<file path="config.mk">
export PLATFORM = sky130hd
export DESIGN_NAME = instr_sequencer_flat
export DESIGN_NICKNAME = d
export VERILOG_FILES = /design/src/rtl/instr_sequencer_pkg.sv /design/src/rtl/instr_sequencer_if.sv /design/src/rtl/instr_sequencer_prog_mem.sv /design/src/rtl/instr_sequencer.sv /design/src/flat_wrapper.sv
export SDC_FILE = /design/constraint.sdc
export NUM_CORES = 1
export LEC_CHECK = 0
export BUFFER_PORTS_ARGS = -buffer_cell sky130_fd_sc_hd__buf_2
export CAP_MARGIN = 25
export CORE_MARGIN = 4
export CORE_UTILIZATION = 59
export CTS_CLUSTER_DIAMETER = 60
export DETAILED_ROUTE_END_ITERATION = 8
export HOLD_SLACK_MARGIN = 0.08
export PLACE_DENSITY_LB_ADDON = 0.25
export SLEW_MARGIN = 20
export SYNTH_ARGS = -nofsm -noshare
export SYNTH_HDL_FRONTEND = slang
export SYNTH_SLANG_ARGS = --single-unit
export TNS_END_PERCENT = 100
</file>
<file path="constraint.sdc">
create_clock -name clk -period 3.5 [get_ports clk]
set_input_delay 0.35 -clock clk [delete_from_list [all_inputs] [get_ports clk]]
set_output_delay 0.35 -clock clk [all_outputs]
set_load 0.03 [all_outputs]
</file>
<file path="src/rtl/instr_sequencer_pkg.sv">
// Shared definitions for the instruction sequencer: ISA opcodes, FSM
// encoding and program-word field layout.
package instr_sequencer_pkg;

    localparam logic [3:0] OP_LD   = 4'h1;
    localparam logic [3:0] OP_ADD  = 4'h2;
    localparam logic [3:0] OP_SUB  = 4'h3;
    localparam logic [3:0] OP_NOP  = 4'b0100;
    localparam logic [3:0] OP_JMP  = 4'hA;
    localparam logic [3:0] OP_OUT  = 4'hB;

    localparam logic [7:0] NOP_BYTE = {OP_NOP, 4'b0000};

    localparam int WORD_W  = 16;
    localparam int OP_HI   = 15;
    localparam int OP_LO   = 12;
    localparam int R1_HI   = 11;
    localparam int R1_LO   = 8;
    localparam int BYTE_HI = 7;
    localparam int BYTE_LO = 0;

    typedef enum logic [1:0] {
        ST_IDLE = 2'd0,
        ST_RUN  = 2'd1,
        ST_DONE = 2'd2
    } state_e;

    typedef struct packed {
        logic [OP_HI-OP_LO:0]     op;
        logic [R1_HI-R1_LO:0]     r1;
        logic [BYTE_HI-BYTE_LO:0] data;
    } word_t;

endpackage

</file>
<file path="src/rtl/instr_sequencer_if.sv">
// Load port (valid/ready) and issue bus between the program source,
// the sequencer and the CPU core.
interface instr_sequencer_if;
    logic        load_valid;
    logic        load_ready;
    logic [15:0] load_word;
    logic        issue_valid;
    logic [7:0]  issue_inst;
    logic [7:0]  issue_data;

    modport master (
        output load_valid, load_word,
        input  load_ready, issue_valid, issue_inst, issue_data
    );

    modport slave (
        input  load_valid, load_word,
        output load_ready, issue_valid, issue_inst, issue_data
    );
endinterface

</file>
<file path="src/rtl/instr_sequencer_prog_mem.sv">
// Program storage: synchronous write, asynchronous read, no reset.
module seq_prog_mem #(
    parameter int DEPTH = 16,
    parameter int AW    = 4
) (
    input  logic          clk,
    input  logic          we_i,
    input  logic [AW-1:0] waddr_i,
    input  logic [15:0]   wdata_i,
    input  logic [AW-1:0] raddr_i,
    output logic [15:0]   rdata_o
);
    logic [15:0] mem_q [DEPTH];

    always_ff @(posedge clk) begin
        if (we_i) mem_q[waddr_i] <= wdata_i;
    end

    assign rdata_o = mem_q[raddr_i];
endmodule

</file>
<file path="src/rtl/instr_sequencer.sv">
// Captures a short program over the load port and replays it into the
// core one word per cycle (run, loop or single-step).
module instr_sequencer
    import instr_sequencer_pkg::*;
#(
    parameter int DEPTH = 16,
    parameter int AW    = 4
) (
    input  logic                clk,
    input  logic                rst,
    instr_sequencer_if.slave    bus,
    input  logic                run_i,
    input  logic                step_i,
    input  logic                halt_req_i,
    input  logic                clear_i,
    input  logic                loop_en_i,
    output logic [AW-1:0]       pc_o,
    output logic [AW:0]         count_o,
    output logic                busy_o,
    output logic                done_o
);
    localparam int CW = AW + 1;

    state_e        state_q;
    logic [AW-1:0] pc_q;
    logic [AW:0]   count_q;
    logic          issue_valid_q;
    logic [7:0]    issue_inst_q;
    logic [7:0]    issue_data_q;

    logic          load_ready;
    logic          load_fire;
    logic          mem_we;
    logic          has_prog;
    logic          last;
    logic [AW-1:0] pc_wrap;
    logic [15:0]   rdata;
    word_t         cur;

    assign load_ready = (state_q == ST_IDLE) && (count_q < CW'(DEPTH));
    assign load_fire  = bus.load_valid && load_ready;
    // A clear in the same cycle wins over the handshake, so nothing is written.
    assign mem_we     = load_fire && !clear_i;
    assign has_prog   = (count_q != '0);
    assign last       = ({1'b0, pc_q} == (count_q - CW'(1)));
    assign pc_wrap    = last ? '0 : pc_q + AW'(1);
    assign cur        = word_t'(rdata);

    seq_prog_mem #(.DEPTH(DEPTH), .AW(AW)) u_mem (
        .clk     (clk),
        .we_i    (mem_we),
        .waddr_i (count_q[AW-1:0]),
        .wdata_i (bus.load_word),
        .raddr_i (pc_q),
        .rdata_o (rdata)
    );

    always_ff @(posedge clk or posedge rst) begin
        if (rst) begin
            state_q       <= ST_IDLE;
            pc_q          <= '0;
            count_q       <= '0;
            issue_valid_q <= 1'b0;
            issue_inst_q  <= NOP_BYTE;
            issue_data_q  <= 8'h00;
        end else begin
            issue_valid_q <= 1'b0;
            issue_inst_q  <= NOP_BYTE;
            issue_data_q  <= 8'h00;
            unique case (state_q)
                ST_IDLE: begin
                    if (clear_i) begin
                        count_q <= '0;
                        pc_q    <= '0;
                    end else if (load_fire) begin
                        count_q <= count_q + CW'(1);
                    end else if (run_i && has_prog) begin
                        state_q <= ST_RUN;
                        pc_q    <= '0;
                    end else if (step_i && has_prog) begin
                        issue_valid_q <= 1'b1;
                        issue_inst_q  <= {cur.op, cur.r1};
                        issue_data_q  <= cur.data;
                        pc_q          <= pc_wrap;
                    end
                end
                ST_RUN: begin
                    if (halt_req_i) begin
                        state_q <= ST_IDLE;
                    end else begin
                        issue_valid_q <= 1'b1;
                        issue_inst_q  <= {cur.op, cur.r1};
                        issue_data_q  <= cur.data;
                        pc_q          <= pc_wrap;
                        if (last && !loop_en_i) state_q <= ST_DONE;
                    end
                end
                ST_DONE: begin
                    if (clear_i) begin
                        state_q <= ST_IDLE;
                        count_q <= '0;
                        pc_q    <= '0;
                    end else if (run_i) begin
                        state_q <= ST_RUN;
                        pc_q    <= '0;
                    end else if (halt_req_i) begin
                        state_q <= ST_IDLE;
                        pc_q    <= '0;
                    end
                end
                default: state_q <= ST_IDLE;
            endcase
        end
    end

    assign bus.load_ready  = load_ready;
    assign bus.issue_valid = issue_valid_q;
    assign bus.issue_inst  = issue_inst_q;
    assign bus.issue_data  = issue_data_q;
    assign pc_o            = pc_q;
    assign count_o         = count_q;
    assign busy_o          = (state_q == ST_RUN);
    assign done_o          = (state_q == ST_DONE);
endmodule

</file>
<file path="src/flat_wrapper.sv">
// flat-port wrapper written by rule: the top's interface ports become plain ports
module instr_sequencer_flat import instr_sequencer_pkg::*;
#(
    parameter int DEPTH = 16,
    parameter int AW    = 4
)
  (clk, rst, run_i, step_i, halt_req_i, clear_i, loop_en_i, pc_o, count_o, busy_o, done_o, bus_load_valid, bus_load_word, bus_load_ready, bus_issue_valid, bus_issue_inst, bus_issue_data);
  instr_sequencer_if bus_i ();
  input  logic clk;
  input  logic rst;
  input  logic run_i;
  input  logic step_i;
  input  logic halt_req_i;
  input  logic clear_i;
  input  logic loop_en_i;
  output logic [AW-1:0] pc_o;
  output logic [AW:0] count_o;
  output logic busy_o;
  output logic done_o;
  input wire logic [$bits(bus_i.load_valid)-1:0] bus_load_valid;
  input wire logic [$bits(bus_i.load_word)-1:0] bus_load_word;
  output wire logic [$bits(bus_i.load_ready)-1:0] bus_load_ready;
  output wire logic [$bits(bus_i.issue_valid)-1:0] bus_issue_valid;
  output wire logic [$bits(bus_i.issue_inst)-1:0] bus_issue_inst;
  output wire logic [$bits(bus_i.issue_data)-1:0] bus_issue_data;
  assign bus_i.load_valid = bus_load_valid;
  assign bus_i.load_word = bus_load_word;
  assign bus_load_ready = bus_i.load_ready;
  assign bus_issue_valid = bus_i.issue_valid;
  assign bus_issue_inst = bus_i.issue_inst;
  assign bus_issue_data = bus_i.issue_data;
  instr_sequencer #(.DEPTH(DEPTH), .AW(AW)) u_core (.clk(clk), .rst(rst), .bus(bus_i), .run_i(run_i), .step_i(step_i), .halt_req_i(halt_req_i), .clear_i(clear_i), .loop_en_i(loop_en_i), .pc_o(pc_o), .count_o(count_o), .busy_o(busy_o), .done_o(done_o));
endmodule
</file>
==> impl_metrics.env, run 1 <==
export IMPL_die_h_um=146
export IMPL_multiInputGateArea_mm2=0.00274
export IMPL_antenna_cells=0
export IMPL_timing_final_crit_share_pct=73.8
export IMPL_setup_violations=0
export IMPL_hp_class="input pin to flop"
export IMPL_timing_critical_path_buf_inv=3
export IMPL_maxSlewHeadroom_pct=32.3
export IMPL_pwr_share_clk_pct=32.3
export IMPL_gr_usage_all_layers_pct=22.5
export IMPL_drv_slew=0
export IMPL_ys_warn_count=0
export IMPL_vdd_ir_drop_max_mv=0.599
export IMPL_routabilityCongestion=0.825
export IMPL_grt_pass1_wl_mm=36.3
export IMPL_dieArea_mm2=0.0214
export IMPL_grt_overflow=0
export IMPL_root_buffer="clkbuf_16"
export IMPL_cts_max_level=1
export IMPL_seq_area_mm2=0.00840
export IMPL_final_util_pct=68.7
export IMPL_path_class="flop to flop"
export IMPL_slowest_delay_ns=0.53
export IMPL_cts_made_buffers=29
export IMPL_maxCapViolCount=0
export IMPL_cp_endpoint="u_core.u_mem.mem_q[0][2]$_DFFE_PP_"
export IMPL_path_cells="inv_1 > ha_1 > nor4bb_1 > buf_4 > nand2_1 > nor2_2 > buf_4"
export IMPL_tns_ns=0
export IMPL_portBuffers=52
export IMPL_p_per_area_mw_per_mm2=685
export IMPL_drc=0
export IMPL_die_x_um=146
export IMPL_worstSetupStartpointType="flop"
export IMPL_synthTopCellsByArea="edfxtp_1 (68%), mux4_2 (12%), dfrtp_1 (6.0%)"
export IMPL_yosysSeqAreaShare_pct=74.3
export IMPL_critPathTopFamily="simple AND/OR/NAND/NOR gates"
export IMPL_ys_seq_elements=284
export IMPL_antenna_found_initial=0
export IMPL_reg2reg_depth=7
export IMPL_power_switching_mw=2.44
export IMPL_seq_power_share_pct=46.2
export IMPL_grt_pass1_vias=5857
export IMPL_power_frac_comb_pct=21.5
export IMPL_required_ns=3.73
export IMPL_fp_coreArea_mm2=0.0188
export IMPL_crit_top_cell="buf_4"
export IMPL_hold_violations=0
export IMPL_clk_pin_slew_ns=0.06
export IMPL_cts_buffer_depth=3
export IMPL_synth_edf_count=256
export IMPL_vias=5778
export IMPL_layout_nets=690
export IMPL_cts_tree="built"
export IMPL_drt_iter0_markers=513
export IMPL_drive_above_1_share_pct=31.6
export IMPL_period_minus_slack_ns=2.58
export IMPL_grt_max_degree=48
export IMPL_layout_setup_ws_ns=0.919
export IMPL_worst_path_stages=7
export IMPL_ios=53
export IMPL_crit_start="u_core.state_q[1]$_DFFE_PP0P_"
export IMPL_r2r_start="u_core.state_q[1]$_DFFE_PP0P_"
export IMPL_switching_share_pct=27.6
export IMPL_syn_cell_area_mm2=0.0113
export IMPL_synth_fp_nets=600
export IMPL_clock_latency_ns=0.53
export IMPL_num_rows=50
export IMPL_start_util_pct=60.2
export IMPL_avgRoutedWirePerCell_um=25.8
export IMPL_power_mw=8.83
export IMPL_power_leakage_nw=4.34
export IMPL_dp_slack_ns=0.964
export IMPL_ys_async_sr_fraction_pct=9.86
export IMPL_area_delta_synth_final_pct=14.2
export IMPL_post_dp_hpwl_mm=13.8
export IMPL_status="finished, final reports clean"
export IMPL_crit_fanout=7
export IMPL_rrSetupSlack_ns=0.92
export IMPL_ys_types=46
export IMPL_synth_top_area_cell="edfxtp_1"
export IMPL_clock_fmax_mhz=387
export IMPL_synth_flop_cell="edfxtp_1"
export IMPL_reg2reg_to="u_core.u_mem.mem_q[0][2]$_DFFE_PP_"
export IMPL_routed_wl_mm=23.5
export IMPL_postRouteAntennaNets=0
export IMPL_fillers=1169
export IMPL_internal_power_mw=6.39
export IMPL_skew_ns=0.00854
export IMPL_critical_path_arrival_ns=2.81
export IMPL_via_per_inst=6.34
export IMPL_fin_hold_ws_ns=0.164
export IMPL_critPathSlowestCell="nor2_2"
export IMPL_drt_pass1_iter_count=5
export IMPL_rsz0062_at_grt="false"
export IMPL_syn_inst=565
export IMPL_cts_sinks=284
export IMPL_post_synth_cell_area_avg_um2=20.0
export IMPL_cp_end_kind="flop"
export IMPL_worst_slew_pin_slew_ns=1.00
export IMPL_yosysTopAreaCellShare_pct=68.1
==> flip-flops by register name, indices dropped and copies added (netlist names) <==
| register | count |
|---|---|
| u_core.u_mem.mem_q | 256 |
| u_core.bus.issue_data | 8 |
| u_core.bus.issue_inst | 8 |
| u_core.count_o | 5 |
| u_core.pc_o | 4 |
| u_core.state_q | 2 |
| u_core.bus.issue_valid | 1 |
==> logic make-up (layout without fill, tap and decap cells) <==
logic type / Yosys count / count (layout) / share of synthesized area, %
fa+ha+maj: 11 / 11 / 1.22
xor+xnor: 7 / 7 / 0.543
mux: 82 / 82 / 14.6
buf+inv: 40 / 153 / 1.81
flops: 284 / 284 / 74.3
compound gates: 53 / 53 / 3.31
simple gates: 88 / 88 / 4.17
==> worst register-to-register path, cell delays in order (launching register included) <==
cell	delay, ns
dfrtp_1	0.46
inv_1	0.12
ha_1	0.24
nor4bb_1	0.28
buf_4	0.20
nand2_1	0.15
nor2_2	0.53
buf_4	0.31
==> synth_stat cells, types with 5 or more instances <==
library cell / count
a211oi_1: 32
edfxtp_1: 256
mux4_1: 5
clkbuf_1: 10
nand3_1: 7
and2_1: 15
buf_2: 15
inv_1: 11
o21ai_0: 6
mux4_2: 60
nor2_1: 25
dfrtp_1: 27
ha_1: 11
nand2_1: 12
mux2i_1: 16
==> worst min-delay path by stage <==
stage / startpoint / endpoint / slack [ns] / cells after the start
2_1_floorplan: rst / u_core.bus.issue_data[0]$_DFF_PP0_ / 0.41 / 1
3_3_place_gp: rst / u_core.bus.issue_data[5]$_DFF_PP0_ / 0.47 / 3
3_5_place_dp: rst / u_core.bus.issue_data[5]$_DFF_PP0_ / 0.47 / 3
4_1_cts: loop_en_i / u_core.state_q[1]$_DFFE_PP0P_ / 0.15 / 3
5_1_grt: loop_en_i / u_core.state_q[0]$_DFFE_PP0P_ / 0.15 / 3
6_report: loop_en_i / u_core.state_q[1]$_DFFE_PP0P_ / 0.16 / 3
==> cells in the final DEF, fill, tap and decap left out, types with 5 or more instances in the layout <==
cell	count
a211oi_1	32
and2_1	15
buf_2	52
buf_4	34
clkbuf_1	8
clkbuf_16	29
clkinv_1	5
clkinv_2	6
dfrtp_1	24
edfxtp_1	256
ha_1	11
inv_1	11
mux2i_1	16
mux4_1	5
mux4_2	60
nand2_1	12
nand3_1	7
nor2_1	9
nor2_2	16
o21ai_0	6
==> area by class of cell <==
class	count	area share, %
well taps	234	2.27
flip-flops and latches	284	65.1
repair buffers	88	4.15
clock buffers	40	6.18
clock inverters	14	0.766
multi-input cells	241	21.2
inverters	11	0.320
==> power by group through the flow <==
stage | Sequential [mW] | Combinational (mW) | Clock [mW]
finish | 4.08 | 1.90 | 2.86
global route | 4.11 | 2.04 | 3.08
CTS | 4.09 | 1.91 | 2.90
detailed placement | 4.16 | 1.89 | 0
global placement | 4.15 | 1.84 | 0
floorplan | 4.18 | 1.35 | 0
==> stage by stage <==
step | cell area [um^2] | std cells
floorplan | 11300 | 565
global placement | 12000 | 856
detailed placement | 12000 | 856
CTS | 12900 | 912
global route | 12900 | 912
finish | 12900 | 912
==> what timing repair did <==
item | in CTS | in global routing
setup buffers | 0 | 0
hold buffers | 2 | 0
hold endpoints to repair | 28 | 0
gates resized for setup | 0 | 0
==> metal layers <==
metal,up-vias,wire (um),global-route usage [%]
li1,2482,-,-
met5,-,0,0
met3,37,1430,3.38
met2,217,11800,36.5
met1,3042,9760,32.9
met4,0,525,6.16
Note: power is estimated with default switching activity, not from simulation.
==> inputs of run 2 (changes only) <==
Clock period 3.5 ns to 2.5 ns, I/O delays scaled along.
==> run 2 against run 1 <==
Via count rose by 1.6%. Non-clock buffer count up 14. Sequential cell count is the same. Combinational power increased by 48%. Critical path type unchanged. Largest cell class unchanged. Highest routed layer unchanged.
==> impl_metrics.env, run 2 (synthesis gave the netlist of run 1 again) <==
export IMPL_start_util_pct=60.2
export IMPL_critPathSlowestCell="or4b_2"
export IMPL_regMostFlops="u_core.u_mem.mem_q"
export IMPL_skew_ns=0.00723
export IMPL_period_minus_slack_ns=2.34
export IMPL_slowest_delay_ns=0.66
export IMPL_maxCapViolCount=0
export IMPL_hp_class="input pin to flop"
export IMPL_grt_pass1_vias=6079
export IMPL_worst_slew_pin_slew_ns=0.846
export IMPL_grt_pass1_wl_mm=37.8
export IMPL_root_buffer="clkbuf_16"
export IMPL_antenna_found_initial=0
export IMPL_fin_hold_ws_ns=0.0920
export IMPL_post_dp_hpwl_mm=14.3
export IMPL_cts_tree="built"
export IMPL_fp_coreArea_mm2=0.0188
export IMPL_drc=0
export IMPL_setup_violations=0
export IMPL_critical_path_arrival_ns=2.75
export IMPL_ios=53
export IMPL_power_leakage_nw=4.44
export IMPL_path_cells="inv_1 > ha_1 > or4b_2 > a32oi_1 > nor3_1 > a21oi_1 > nand3_1"
export IMPL_cts_made_buffers=28
export IMPL_critPathTopFamily="simple AND/OR/NAND/NOR gates"
export IMPL_layout_nets=703
export IMPL_power_mw=12.6
export IMPL_layout_setup_ws_ns=0.157
export IMPL_cts_setup_buffers=0
export IMPL_vias=5872
export IMPL_clock_fmax_mhz=427
export IMPL_cts_buffer_depth=3
export IMPL_final_common_cell="edfxtp_1"
export IMPL_die_x_um=146
export IMPL_dieArea_mm2=0.0214
export IMPL_timing_critical_path_buf_inv=1
export IMPL_drive_above_1_share_pct=32.2
export IMPL_timing_final_crit_share_pct=93.7
export IMPL_placedCellCount=863
export IMPL_fin_cells=924
export IMPL_num_rows=50
export IMPL_crit_fanout=7
export IMPL_drt_iter0_markers=613
export IMPL_via_per_inst=6.35
export IMPL_maxSlewHeadroom_pct=43.5
export IMPL_postRouteAntennaNets=0
export IMPL_hold_violations=0
export IMPL_avgRoutedWirePerCell_um=26.2
export IMPL_status="finished, final reports clean"
export IMPL_p_per_area_mw_per_mm2=962
export IMPL_dp_slack_ns=0.219
export IMPL_multiInputGateArea_mm2=0.00274
export IMPL_cts_sinks=284
export IMPL_drv_slew=0
export IMPL_gr_usage_all_layers_pct=23.4
export IMPL_portBuffers=52
export IMPL_routed_wl_mm=24.2
export IMPL_cts_max_level=1
export IMPL_required_ns=2.91
export IMPL_clk_pin_slew_ns=0.06
export IMPL_routabilityCongestion=0.893
export IMPL_drt_pass1_iter_count=4
export IMPL_grt_max_degree=36
export IMPL_path_class="flop to flop"
export IMPL_vdd_ir_drop_max_mv=0.694
export IMPL_worstSetupStartpointType="flop"
export IMPL_area_delta_synth_final_pct=16.3
export IMPL_antenna_cells=0
export IMPL_die_h_um=146
export IMPL_layout_cells_most_common_list="edfxtp_1 (256), mux4_2 (60), buf_2 (52)"
export IMPL_cp_end_kind="flop"
export IMPL_fillers=1151
export IMPL_rsz0062_at_grt="false"
export IMPL_largest_register_ffs=256
export IMPL_grt_overflow=0
export IMPL_clock_latency_ns=0.53
export IMPL_seq_area_mm2=0.00840
## run 2: path summary, 6_finish.rpt
check                                               from                                   to  slack, ns  cells after the start
hold / removal                         bus_load_word[11]  u_core.u_mem.mem_q[3][11]$_DFFE_PP_       0.09                      1
setup reg to reg           u_core.state_q[0]$_DFFE_PP0P_        u_core.state_q[0]$_DFFE_PP0P_       0.16                      7
max in group asynchronous                            rst   u_core.bus.issue_inst[3]$_DFF_PP0_       1.35                      4
hold reg to reg            u_core.state_q[0]$_DFFE_PP0P_        u_core.state_q[0]$_DFFE_PP0P_       0.67                      2
min in group asynchronous                            rst     u_core.bus.issue_valid$_DFF_PP0_       0.44                      3
setup / recovery           u_core.state_q[0]$_DFFE_PP0P_        u_core.state_q[0]$_DFFE_PP0P_       0.16                      7
## run 2: layout make-up
type / count / area share [%]
Clock buffer: 38 / 5.94
Inverter: 11 / 0.315
Multi-Input combinational cell: 241 / 20.9
Clock inverter: 14 / 1.09
Tap cell: 234 / 2.23
Timing Repair Buffer: 102 / 5.59
Sequential cell: 284 / 64.0
## run 2: what timing repair did
item	4_1_cts	5_1_grt
setup endpoints to repair	0	2
resized for setup	0	1
hold buffers	9	0
endpoints found under the hold margin	84	0
## run 2: report_power, final
part	internal (mW)	switching, mW
registers	5.42	0.226
logic	1.28	1.53
clock network	2.48	1.69
total	9.18	3.45
## run 2: routing by layer
layer | track usage (%) | wire length (um)
met2 | 38.8 | 12100
met1 | 33.8 | 10000
met5 | 0 | 0
met3 | 2.89 | 1390
met4 | 6.49 | 728
## run 2: through the flow
step | cell area [um^2] | TNS [ns] | util, %
floorplan | 11300 | -5.61 | -
global placement | 12100 | 0 | 64.5
detailed placement | 12100 | 0 | 64.5
CTS | 13100 | 0 | 69.9
global route | 13100 | 0 | 69.9
finish | 13100 | 0 | 69.9
## run 2: worst reg2reg max path, cell delays in order (launching register included)
cell and delay (ns):
dfrtp_1 0.44, inv_1 0.12, ha_1 0.28, or4b_2 0.66, a32oi_1 0.35, nor3_1 0.11, a21oi_1 0.16, nand3_1 0.10
